==> config.mk <==
export PLATFORM = sky130hd
export DESIGN_NAME = imem_arbiter
export DESIGN_NICKNAME = d
export VERILOG_FILES = /design/src/rtl/imem_arbiter_pkg.sv /design/src/rtl/imem_arbiter_streak_arbiter.sv /design/src/rtl/imem_arbiter.sv
export SDC_FILE = /design/constraint.sdc
export NUM_CORES = 1
export LEC_CHECK = 0
export ABC_AREA = 1
export CAP_MARGIN = 40
export CORE_ASPECT_RATIO = 1.4
export CORE_MARGIN = 5
export CORE_UTILIZATION = 22
export CTS_CLUSTER_SIZE = 24
export DETAILED_ROUTE_END_ITERATION = 10
export PLACE_DENSITY = 0.95
export SLEW_MARGIN = 20
export SYNTH_ARGS = -nofsm -noshare
export SYNTH_HDL_FRONTEND = slang
export SYNTH_HIERARCHICAL = 1
export SYNTH_SLANG_ARGS = --single-unit
==> constraint.sdc <==
create_clock -name clk -period 4.7 [get_ports clk]
set_clock_uncertainty 0.1 [all_clocks]
set_input_delay 1.175 -clock clk [delete_from_list [all_inputs] [get_ports clk]]
set_output_delay 1.175 -clock clk [all_outputs]
set_load 0.005 [all_outputs]
==> src/rtl/imem_arbiter_pkg.sv <==
// Shared types and constants for the instruction-ROM arbiter slice.
package imem_arbiter_pkg;

  typedef enum logic [1:0] {
    OWN_NONE  = 2'd0,
    OWN_FETCH = 2'd1,
    OWN_DATA  = 2'd2
  } imem_owner_e;

  localparam logic [31:0] NOP_INSN   = 32'h0000_0013;
  localparam int unsigned IMEM_DEPTH = 4096;

endpackage

==> src/rtl/imem_arbiter_streak_arbiter.sv <==
// Two-requester arbiter: data wins contention until fetch has been passed over
// MAX_STREAK times in a row, then fetch gets one grant.
module streak_arbiter
  import imem_arbiter_pkg::*;
#(
  parameter int unsigned MAX_STREAK = 3
) (
  input  logic clk,
  input  logic rst,
  input  logic f_req,
  input  logic d_req,
  output logic f_gnt,
  output logic d_gnt
);

  localparam int unsigned SW = $clog2(MAX_STREAK + 1);
  localparam logic [SW-1:0] STREAK_MAX = SW'(MAX_STREAK);

  logic [SW-1:0] streak_q, streak_d;

  always_comb begin
    f_gnt    = 1'b0;
    d_gnt    = 1'b0;
    streak_d = '0;
    if (!rst) begin
      if (f_req && d_req) begin
        if (streak_q < STREAK_MAX) begin
          d_gnt    = 1'b1;
          streak_d = streak_q + SW'(1);
        end else begin
          f_gnt = 1'b1;
        end
      end else if (f_req) begin
        f_gnt = 1'b1;
      end else if (d_req) begin
        d_gnt = 1'b1;
      end
    end
  end

  always_ff @(posedge clk or posedge rst) begin
    if (rst) streak_q <= '0;
    else     streak_q <= streak_d;
  end

endmodule

==> src/rtl/imem_arbiter.sv <==
// Shares the single-port instruction ROM between fetch and the data-side reader;
// one grant per cycle, response routed back to its owner one cycle later.
module imem_arbiter #(
  parameter int unsigned DEPTH      = imem_arbiter_pkg::IMEM_DEPTH,
  parameter int unsigned MAX_STREAK = 3,
  parameter logic [31:0] NOP_INSN   = imem_arbiter_pkg::NOP_INSN
) (
  input  logic                     clk,
  input  logic                     rst,
  input  logic                     f_req,
  input  logic [31:0]              f_addr,
  input  logic                     f_kill,
  output logic                     f_gnt,
  output logic                     f_rvalid,
  output logic [31:0]              f_rdata,
  input  logic                     d_req,
  input  logic [31:0]              d_addr,
  output logic                     d_gnt,
  output logic                     d_rvalid,
  output logic [31:0]              d_rdata,
  output logic                     d_err,
  output logic                     m_en,
  output logic [$clog2(DEPTH)-1:0] m_addr,
  input  logic [31:0]              m_rdata
);

  localparam int unsigned AW = $clog2(DEPTH);

  imem_arbiter_pkg::imem_owner_e owner_q, owner_d;
  logic        err_q, err_d;
  logic [31:0] sel_addr;
  logic        range_err;
  logic        misalign;

  streak_arbiter #(
    .MAX_STREAK(MAX_STREAK)
  ) u_arb (
    .clk  (clk),
    .rst  (rst),
    .f_req(f_req),
    .d_req(d_req),
    .f_gnt(f_gnt),
    .d_gnt(d_gnt)
  );

  always_comb begin
    sel_addr  = d_gnt ? d_addr : f_addr;
    range_err = {2'b00, sel_addr[31:2]} >= DEPTH;
    misalign  = d_gnt && (sel_addr[1:0] != 2'b00);
    err_d     = range_err || misalign;
    m_en      = (f_gnt || d_gnt) && !err_d;
    m_addr    = sel_addr[AW+1:2];
    owner_d   = imem_arbiter_pkg::OWN_NONE;
    if (d_gnt)      owner_d = imem_arbiter_pkg::OWN_DATA;
    else if (f_gnt) owner_d = imem_arbiter_pkg::OWN_FETCH;
  end

  always_ff @(posedge clk or posedge rst) begin
    if (rst) begin
      owner_q <= imem_arbiter_pkg::OWN_NONE;
      err_q   <= 1'b0;
    end else begin
      owner_q <= owner_d;
      err_q   <= err_d;
    end
  end

  // Kill only masks the fetch response landing this cycle; the grant path is untouched.
  always_comb begin
    f_rvalid = (owner_q == imem_arbiter_pkg::OWN_FETCH) && !f_kill;
    f_rdata  = (f_rvalid && !err_q) ? m_rdata : NOP_INSN;
    d_rvalid = (owner_q == imem_arbiter_pkg::OWN_DATA);
    d_err    = d_rvalid && err_q;
    d_rdata  = (d_rvalid && !err_q) ? m_rdata : '0;
  end

endmodule
### Word level (Yosys, flattened, before mapping)

Cells that the tools add are included.

* $add $sub $neg: 1
* magnitude comparators: 2
* equality and inequality tests: 2
* multiplexer cells: 17
* reductions and logical operators: 13

Operator list (number)
* $mux W32: 3
* $ge A30 B13 Y1 const B: 1
* $mux W1: 10
* $mux W2: 4
* $logic_and A1 B1 Y1: 7
* $logic_not A1 Y1: 3
* $add A2 B1 Y2 const B: 1
* $eq A2 B1 Y1 const B: 1
* $eq A2 B2 Y1 const B: 1
* $logic_or A1 B1 Y1: 2
* $lt A2 B2 Y1 const B: 1
* $reduce_bool A2 Y1: 1

* bits in registers: 5
* input port bits: 101
* output and inout port bits: 82
* word-level logic and storage cells: 38

### Longest topological paths before layout

Gate-level depths: netlist of run 1.

* depth in word-level cells: 10
* mapped depth: 11
* gate-level depth less buffers: 10

### Hierarchy

The synthesis of run 1 kept the hierarchy.

By module, submodules not included
* imem_arbiter: instances 1, cells each 202, area each 885.8 sq um
* streak_arbiter: instances 1, cells each 19, area each 123.9 sq um

### Worst setup path before layout of run 1

Ideal clock, no wire load.

* path type: input to output
* start point: input port rst
* end point: output port m_en
* data arrival time: 2.164 ns
* required time: 3.425 ns
* path slack: 1.261 ns
* stages: 10
* path buffers: 1
* path through: inv_2 > nand2_1 > nor2_1 > buf_6 > nand2_2 > nor2_1 > nand2_1 > nand2_1 > nand3_2 > nor2_2

* word-level cells in the longest chain between the ends: 7
* elaborated cells on any way between the ends: 10
* classes of those cells: order compare (1); mux (3); reduce/logical (6)

Ends and longest elaborated chain
* from (decl): line imem_arbiter.sv:9 `input logic rst,`
* $mux W1 *: line imem_arbiter_streak_arbiter.sv:25 `if (!rst) begin`
* via d_gnt: line imem_arbiter.sv:18 `output logic d_gnt,`
* branches (longest 3 deep; another with $ge A30 B13 Y1)
* $logic_or A1 B1 Y1 *: line imem_arbiter.sv:50 `err_d = range_err || misalign;`
* via err_d: line imem_arbiter.sv:30 `logic err_q, err_d;`
* $logic_not A1 Y1 *: line imem_arbiter.sv:51 `m_en = (f_gnt || d_gnt) && !err_d;`
* $logic_and A1 B1 Y1 *: line imem_arbiter.sv:51
* to (decl): line imem_arbiter.sv:22 `output logic m_en,`

Mark *: on every way through the listed nets, which the timed path passes.

### Final worst setup path of run 1

* start point: input port rst
* end point: output port m_en

* word-level cells in the longest chain between the ends: 7
* elaborated cells on any way between the ends: 10
* classes of those cells: order compare (1); mux (3); reduce/logical (6)

Ends and longest elaborated chain (line)
* $mux W1 *: imem_arbiter_streak_arbiter.sv:25
* branches (longest 3 deep; another with $ge A30 B13 Y1)
* $logic_or A1 B1 Y1 *: imem_arbiter.sv:50
* via err_d: imem_arbiter.sv:30
* $logic_not A1 Y1 *: imem_arbiter.sv:51
* $logic_and A1 B1 Y1 *: imem_arbiter.sv:51

Marked as above.

==> results of run 1 <==
[worst paths after layout]
kind,startpoint,endpoint,slack [ns],depth (start not counted)
setup / recovery,rst,m_en,0.22,12
hold / removal,u_arb/streak_q[0],u_arb/streak_q[0],0.48,3
setup reg to reg,u_arb/streak_q[0],err_q,2.98,10
hold reg to reg,u_arb/streak_q[0],u_arb/streak_q[0],0.48,3
max in group asynchronous,rst,owner_q[0],3.29,2
min in group asynchronous,rst,u_arb/streak_q[0],1.07,2
[placed cells by master (no fill, tap or decap), types with 2 or more instances in the layout]
cell and count:
inv_1 51, nor2_1 82, clkbuf_8 3, clkdlybuf4s50_1 180, nand2_1 59, dfrtp_1 5, nor3_1 5, nand4_1 2
nor2_2 2
[metrics by stage]
stage / instance area (sq um) / worst slack [ns] / hold WS, ns / util [%] / power, uW
after global routing: 2920 / 0.00344 / 0.495 / 64.9 / 284
final: 2920 / 0.217 / 0.480 / 64.9 / 266
after detailed placement: 2870 / 0.182 / 0.436 / 63.9 / 187
after floorplan: 1010 / 1.26 / 0.384 / - / 78.0
after CTS: 2920 / 0.178 / 0.442 / 64.9 / 269
after global placement: 2850 / 0.240 / 0.395 / 63.3 / 184
[worst reg2reg max path, delay by kind of cell, from the launching register on]
family | cells | cell delay (ns)
buffers and inverters | 2 | 0.23
flip-flops | 1 | 0.39
adder cells (fa/ha/maj) | 1 | 0.24
AND/OR/NAND/NOR | 7 | 0.63
[state kept, by name, summed over array words and instances (netlist names)]
name,cells
owner_q,2
u_arb/streak_q,2
err_q,1
[power by group]
group | switching (uW) | internal, uW
registers | 0.584 | 44.5
logic | 42.1 | 99.0
clock network | 21.4 | 58.3
total | 64.1 | 202
[cells by family (layout without fill, tap and decap cells)]
family	after synthesis	after routing	share of synthesized area [%]
simple gates	154	154	60.1
buf+inv	61	239	26.3
flops	5	5	12.4
fa+ha+maj	1	1	1.24
[routing by layer]
metal	track usage, %	routed length [um]
met1	14.1	1710
met2	32.9	2760
met3	7.48	937
met4	2.71	38
met5	0	0
[cell type report]
cell class	count	area share (%)
timing repair buffer	183	63.6
tap	62	2.66
clock buffer	4	1.54
multi-input combinational	155	21.2
sequential	5	4.29
inverter	52	6.69
==> metrics.cfg, run 1 <==
[floorplan]
floorplan.initialDensity_pct = 22.4
die_y_um = 90.2
die_area_sq_mm = 0.00606
num_rows = 29
core_area_sq_mm = 0.00450
die_w_um = 67.3
ios = 183

[clocking]
clk_path_buf_depth = 2
postCtsHoldBufs = 0
numCtsBuffers = 3
post_cts_resize_count = 0
cts.sinks = 5
root_buffer = clkbuf_8
worstSkewPairLatency_ns = 0.22
htreeDepth = 1
postCtsSetupRepairBufs = 0
clkSlewWorstSetupHoldPaths_ns = 0.04
cts_tree = built

[synthesis]
synth_area_sq_mm = 0.00101
yosys.area.top_type_share_pct = 30.5
yosysMostFrequentCell = nor2_1
synthFlopType = dfrtp_1
synth.area.top_cells = nor2_1 (30%), nand2_1 (22%), inv_1 (19%), dfrtp_1 (12%), buf_6 (4.5%)
yosysTopAreaCell = nor2_1
synth_cell_types = 15
synth_edf_count = 0
ys_top_cells_by_count = nor2_1 (82), nand2_1 (59), inv_1 (51)
synthArstFlopShare_pct = 100
synth_seq_cells = 5
synth_nets = 323
yosys_warnings = 6
syn_inst = 221
avgSynthCellArea_sq_um = 4.57
yosysSeqAreaShare_pct = 12.4

[power]
leakagePower_uw = 0.00141
ir_drop_mv = 0.0920
power_density_mw_per_mm2 = 91.1

[place]
io_buffers = 180
dpl.hpwl_um = 4960
place_inst = 457
gp_congestion = 0.756

[critical_path]
critical_path_buf_inv_count = 4
crit_path_max_fanout = 23
cp_common_cell = nand2_1
critical_path.max_stage_delay_ns = 0.53
path_class = in2out
cp_cell_sequence = clkdlybuf4s50_1, inv_2, nand2_1, nor2_1, buf_12, nand2_1, nor2_1, nand2_1, nand2_1, nand3_2, nor2_2, clkdlybuf4s50_1
cp-start-kind = primary input
crit_required_ns = 3.42
crit_path_top_delay_cell = clkdlybuf4s50_1
endpoint_kind = output pin
cp.arrival_ns = 3.21
path_delay_family = buffers and inverters

[cells_and_area]
regArea_sq_um = 125
finalNonFillerCells = 461
syn_to_final_growth_pct = 189
nFillCells = 384
num_antenna_cells = 0
fin_nets = 502
drive_gt1_share_pct = 2.76
multiInputGateArea_sq_um = 619

[drt]
drt_iter0_markers = 51
dr.pass1.iters = 4
wire_per_inst_um = 11.8
wl_um = 5440
vias = 1915
drc = 0
ant_nets = 0
routed_via_density = 4.15

[sta]
finalHoldViolCount = 0
max-slew-margin-rel_pct = 73.2
clock.fmax_mhz = 223
worstMarginPinSlew_ns = 0.402
setup_viol = 0
fin_crit_sh_pct = 95.4
setup_tns_ns = 0
finalMaxSlewViolations = 0
rsz0062_at_grt = no
fin_crit_ns = 4.48

[global_route]
grt_pass1_vias = 1875
antenna_found_initial = 0
grt.total_usage_pct = 16.4
grt_pass1_wl_um = 7980
grt_max_degree = 25
overflow = 0

[status]
outcome = finished, final reports clean

[hold_path]
hp-class = reg2reg

[flow_run]
cap_violations = 0

No activity file was read; power rests on OpenSTA's default activity.
==> run 2, diff against run 1 <==
--- a/config.mk
+++ b/config.mk
@@ -13,6 +13,7 @@
 export CTS_CLUSTER_SIZE = 24
 export DETAILED_ROUTE_END_ITERATION = 10
 export PLACE_DENSITY = 0.95
+export SETUP_SLACK_MARGIN = 0.05
 export SLEW_MARGIN = 20
 export SYNTH_ARGS = -nofsm -noshare
 export SYNTH_HDL_FRONTEND = slang
==> run 2 against run 1 <==
Wire length grew 0.39%; worst setup slack improved by 0.20 ns; sequential share of layout area about the same.
==> metrics.cfg, run 2 (synthesis gave the netlist of run 1 again) <==
[status]
outcome = finished, final reports clean

[floorplan]
die_w_um = 67.3
num_rows = 29
ios = 183
die_area_sq_mm = 0.00606
floorplan.initialDensity_pct = 22.4
die_y_um = 90.2
core_area_sq_mm = 0.00450

[cells_and_area]
final_common_cell = clkdlybuf4s50_1
top_regs = owner_q x2, u_arb/streak_q x2, err_q x1
fin_nets = 502
num_antenna_cells = 0
regArea_sq_um = 125
final_cell_mix = clkdlybuf4s50_1 (179), nor2_1 (81), nand2_1 (59)
syn_to_final_growth_pct = 190
drive_gt1_share_pct = 3.01
multiInputGateArea_sq_um = 622
nFillCells = 384

[flow_run]
cap_violations = 0

[critical_path]
cp_common_cell = nand2_1
r2r-start = u_arb/streak_q[0]
critical_path.max_stage_delay_ns = 0.50
crit_path_max_fanout = 23
path_delay_family = buffers and inverters
crit_required_ns = 3.42
r2r_slack_ns = 3.03
cp_cell_sequence = clkdlybuf4s50_1, inv_2, nand2_1, nor2_2, buf_12, inv_1, nand2_1, nand2_1, clkdlybuf4s50_1
path_class = in2out
critical_path_buf_inv_count = 5
cp.arrival_ns = 3.01
endpoint_kind = output pin
worstReg2RegEnd = err_q
crit_path_top_delay_cell = clkdlybuf4s50_1
cp-start-kind = primary input
worst_r2r_path_depth = 10

[power]
leakagePower_uw = 0.00143
switching_share_pct = 24.2
fin_total_pwr_uw = 266
ir_drop_mv = 0.0948
power_density_mw_per_mm2 = 91.1
pwr-share-clk_pct = 30.0
p_seq_share_pct = 16.9
internal_power_uw = 202
p_comb_share_pct = 53.0
total_switching_power_uw = 64.4

[global_route]
grt_pass1_vias = 1875
grt_pass1_wl_um = 7980
grt.total_usage_pct = 16.4
grt_max_degree = 25
antenna_found_initial = 0
overflow = 0

[drt]
vias = 1916
drt_iter0_markers = 47
dr.pass1.iters = 4
ant_nets = 0
drc = 0
routed_via_density = 4.16
wire_per_inst_um = 11.9
wl_um = 5460

[sta]
setup_viol = 0
max-slew-margin-rel_pct = 73.2
setup_tns_ns = 0
fin_crit_sh_pct = 91.1
rsz0062_at_grt = no
worstMarginPinSlew_ns = 0.402
clock.fmax_mhz = 234
fin_crit_ns = 4.28
finalHoldViolCount = 0
finalMaxSlewViolations = 0
whs_ns = 0.482

[clocking]
postCtsHoldBufs = 0
cts.sinks = 5
htreeDepth = 1
post_cts_resize_count = 0
worstSkewPairLatency_ns = 0.22
clkSlewWorstSetupHoldPaths_ns = 0.04
cts_tree = built
postCtsSetupRepairBufs = 0
root_buffer = clkbuf_8
numCtsBuffers = 3
clk_path_buf_depth = 2

[place]
dpl.hpwl_um = 4960
io_buffers = 180
gp_congestion = 0.756

[hold_path]
hp-class = reg2reg
hold_depth = 3
worstHoldStart = u_arb/streak_q[0]
holdPathEnd = u_arb/streak_q[0]

[run 2: final cells by class]
type                    instances  share of cell area (%)
inverters                      52                    6.68
well taps                      62                    2.65
multi-input cells             155                    21.3
repair buffers                183                    63.6
flip-flops and latches          5                    4.28
clock buffers                   4                    1.54
[run 2: worst max-delay path by stage]
| stage | startpoint | endpoint | cells past startpoint |
|---|---|---|---|
| floorplan | rst | m_en | 10 |
| global placement | rst | m_en | 12 |
| detailed placement | rst | m_en | 12 |
| CTS | rst | m_en | 12 |
| global route | rst | m_addr[2] | 9 |
| finish | rst | m_addr[11] | 9 |
[run 2: routing by layer]
layer / routed length (um) / share of wire, % / track usage [%]
met1: 1700 / 31 / 14.1
met2: 2790 / 51 / 32.9
met3: 938 / 17 / 7.48
met4: 38 / 0.70 / 2.71
met5: 0 / 0 / 0
[run 2: power by group through the flow]
stage	Sequential, uW	Combinational [uW]	Clock (uW)
after floorplan	45.4	32.6	0
after global placement	45.5	139	0
after detailed placement	45.5	142	0
after CTS	45.0	142	82.0
after global routing	45.1	153	86.0
final	45.0	141	80.0
[run 2: metrics by stage]
step	worst slack, ns	utilization, %	cells	area, sq um
global route	0.309	65.0	461	2920
floorplan	1.26	-	221	1010
detailed placement	0.182	63.9	457	2870
finish	0.419	65.0	461	2920
CTS	0.178	64.9	461	2920
global placement	0.240	63.3	456	2850
[run 2: worst min-delay path, cell delays in order, from the launching register on]
cell,delay (ns)
dfrtp_1,0.36
inv_1,0.06
nand2_1,0.08
nor2_1,0.05
==> run 3, diff against run 2 <==
==> constraint.sdc (replaced) <==
create_clock -name clk -period 4.7 [get_ports clk]
set_clock_uncertainty 0.1 [all_clocks]
set_input_delay 1.175 -clock clk [delete_from_list [all_inputs] [get_ports clk]]
set_output_delay 1.175 -clock clk [all_outputs]
set_load 0.02 [all_outputs]
==> run 3 against run 2 <==
Wire length fell by 2.7%; worst setup slack got worse by 0.14 ns; non-clock buffer count rose by 1; highest routed layer unchanged.
==> metrics.cfg, run 3 (synthesis gave the netlist of run 1 again) <==
[global_route]
grt.total_usage_pct = 15.8
grt_pass1_wl_um = 7700
overflow = 0
grt_max_degree = 23
antenna_found_initial = 0
grt_pass1_vias = 1859

[clocking]
htreeDepth = 1
clk_path_buf_depth = 2
numCtsBuffers = 3
worstSkewPairLatency_ns = 0.22
root_buffer = clkbuf_8
postCtsSetupRepairBufs = 0
cts.sinks = 5
cts_tree = built
clkSlewWorstSetupHoldPaths_ns = 0.03

[critical_path]
cp_common_cell = nand2_1
path_delay_family = buffers and inverters
cp.arrival_ns = 3.15
crit_cells = 9
r2r-start = u_arb/streak_q[0]
critical_path.max_stage_delay_ns = 0.61
worstReg2RegEnd = err_q
worst_r2r_path_depth = 10
critical_path_buf_inv_count = 5
crit_path_max_fanout = 12
crit_path_top_delay_cell = clkdlybuf4s50_1
cp_cell_sequence = clkdlybuf4s50_1, inv_2, nand2_1, nor2_1, buf_4, buf_4, nand2_1, nand2_1, clkdlybuf4s50_1
r2r_slack_ns = 2.97
crit_end = m_addr[7]
path_class = in2out
endpoint_kind = output pin
critPathLaunch = rst
crit_required_ns = 3.42
cp-start-kind = primary input

[drt]
ant_nets = 0
vias = 1917
wire_per_inst_um = 11.5
wl_um = 5320
top_layer_used = met4
routed_via_density = 4.15
wl_met3_um = 987
wl_met1_um = 1580
dr.pass1.iters = 4
drc = 0
drt_iter0_markers = 55
wl_met2_um = 2720

[cells_and_area]
drive_gt1_share_pct = 3.00
final_cell_mix = clkdlybuf4s50_1 (179), nor2_1 (82), nand2_1 (59)
final_util_pct = 64.5
top_regs = owner_q x2, u_arb/streak_q x2, err_q x1
fin_nets = 503
syn_to_final_growth_pct = 188
num_antenna_cells = 0
final_common_cell = clkdlybuf4s50_1
nFillCells = 383

[place]
dpl.hpwl_um = 4910
io_buffers = 180
gp_congestion = 0.760

[hold_path]
hp-class = reg2reg

[power]
leakagePower_uw = 0.00142
pwr-share-clk_pct = 28.5
internal_power_uw = 201
switching_share_pct = 27.0
fin_total_pwr_uw = 276
p_comb_share_pct = 55.2
total_switching_power_uw = 74.6
p_seq_share_pct = 16.3
ir_drop_mv = 0.103
power_density_mw_per_mm2 = 95.0

[floorplan]
die_w_um = 67.3
core_area_sq_mm = 0.00450
ios = 183
floorplan.initialDensity_pct = 22.4
die_area_sq_mm = 0.00606
die_y_um = 90.2
num_rows = 29

[status]
outcome = finished, final reports clean

[sta]
finalMaxSlewViolations = 0
max-slew-margin-rel_pct = 71.6
clock.fmax_mhz = 226
setup_viol = 0
fin_crit_ns = 4.43
fin_crit_sh_pct = 94.2
finalHoldViolCount = 0
rsz0062_at_grt = no
setup_tns_ns = 0
worstMarginPinSlew_ns = 0.426

[flow_run]
cap_violations = 0

[run 3: routing by layer]
metal | vias up | GRT usage [%]
met4 | 0 | 2.54
met1 | 804 | 12.5
li1 | 973 | -
met2 | 136 | 32.2
met3 | 4 | 8.10
met5 | - | 0
[run 3: power by group through the flow]
stage / clock (uW) / sequential [uW] / combinational, uW
6_report: 78.5 / 45.1 / 152
5_1_grt: 82.9 / 45.1 / 164
4_1_cts: 79.8 / 45.1 / 154
3_5_place_dp: 0 / 45.6 / 154
3_3_place_gp: 0 / 45.5 / 150
2_1_floorplan: 0 / 45.4 / 44.5
[run 3: repair_timing]
item                                    4_1_cts  5_1_grt
resized for setup                             0        1
endpoints found under the setup margin        0        1
hold buffers                                  0        0
[run 3: layout make-up]
type | count | area [sq um] | share of cell area, %
clock buffer | 4 | 45.0 | 1.55
sequential | 5 | 125 | 4.31
tap | 62 | 77.6 | 2.67
multi-input combinational | 155 | 619 | 21.3
inverter | 52 | 195 | 6.72
timing repair buffer | 184 | 1840 | 63.4
[run 3: worst min-delay path by stage]
stage | from | to | slack, ns | cells after the start
after global placement | u_arb/streak_q[0] | u_arb/streak_q[0] | 0.40 | 3
after global routing | u_arb/streak_q[0] | u_arb/streak_q[0] | 0.44 | 3
final | u_arb/streak_q[0] | u_arb/streak_q[0] | 0.41 | 3
after floorplan | u_arb/streak_q[0] | u_arb/streak_q[0] | 0.38 | 3
after CTS | u_arb/streak_q[0] | u_arb/streak_q[0] | 0.41 | 3
after detailed placement | u_arb/streak_q[0] | u_arb/streak_q[0] | 0.41 | 3
[run 3: per-stage QoR]
| step | hold slack, ns | area, sq um | cells | worst slack [ns] |
|---|---|---|---|---|
| 4_1_cts | 0.414 | 2900 | 462 | 0.0780 |
| 3_5_place_dp | 0.410 | 2860 | 458 | 0.0898 |
| 5_1_grt | 0.438 | 2900 | 462 | 0.0645 |
| 2_1_floorplan | 0.384 | 1010 | 221 | 0.938 |
| 3_3_place_gp | 0.396 | 2840 | 457 | 0.135 |
| 6_report | 0.412 | 2900 | 462 | 0.275 |
[run 3: tightest hold or removal path, stage by stage (launching register included)]
cell	delay, ns
dfrtp_1	0.34
inv_1	0.04
nand2_1	0.05
nor2_1	0.04
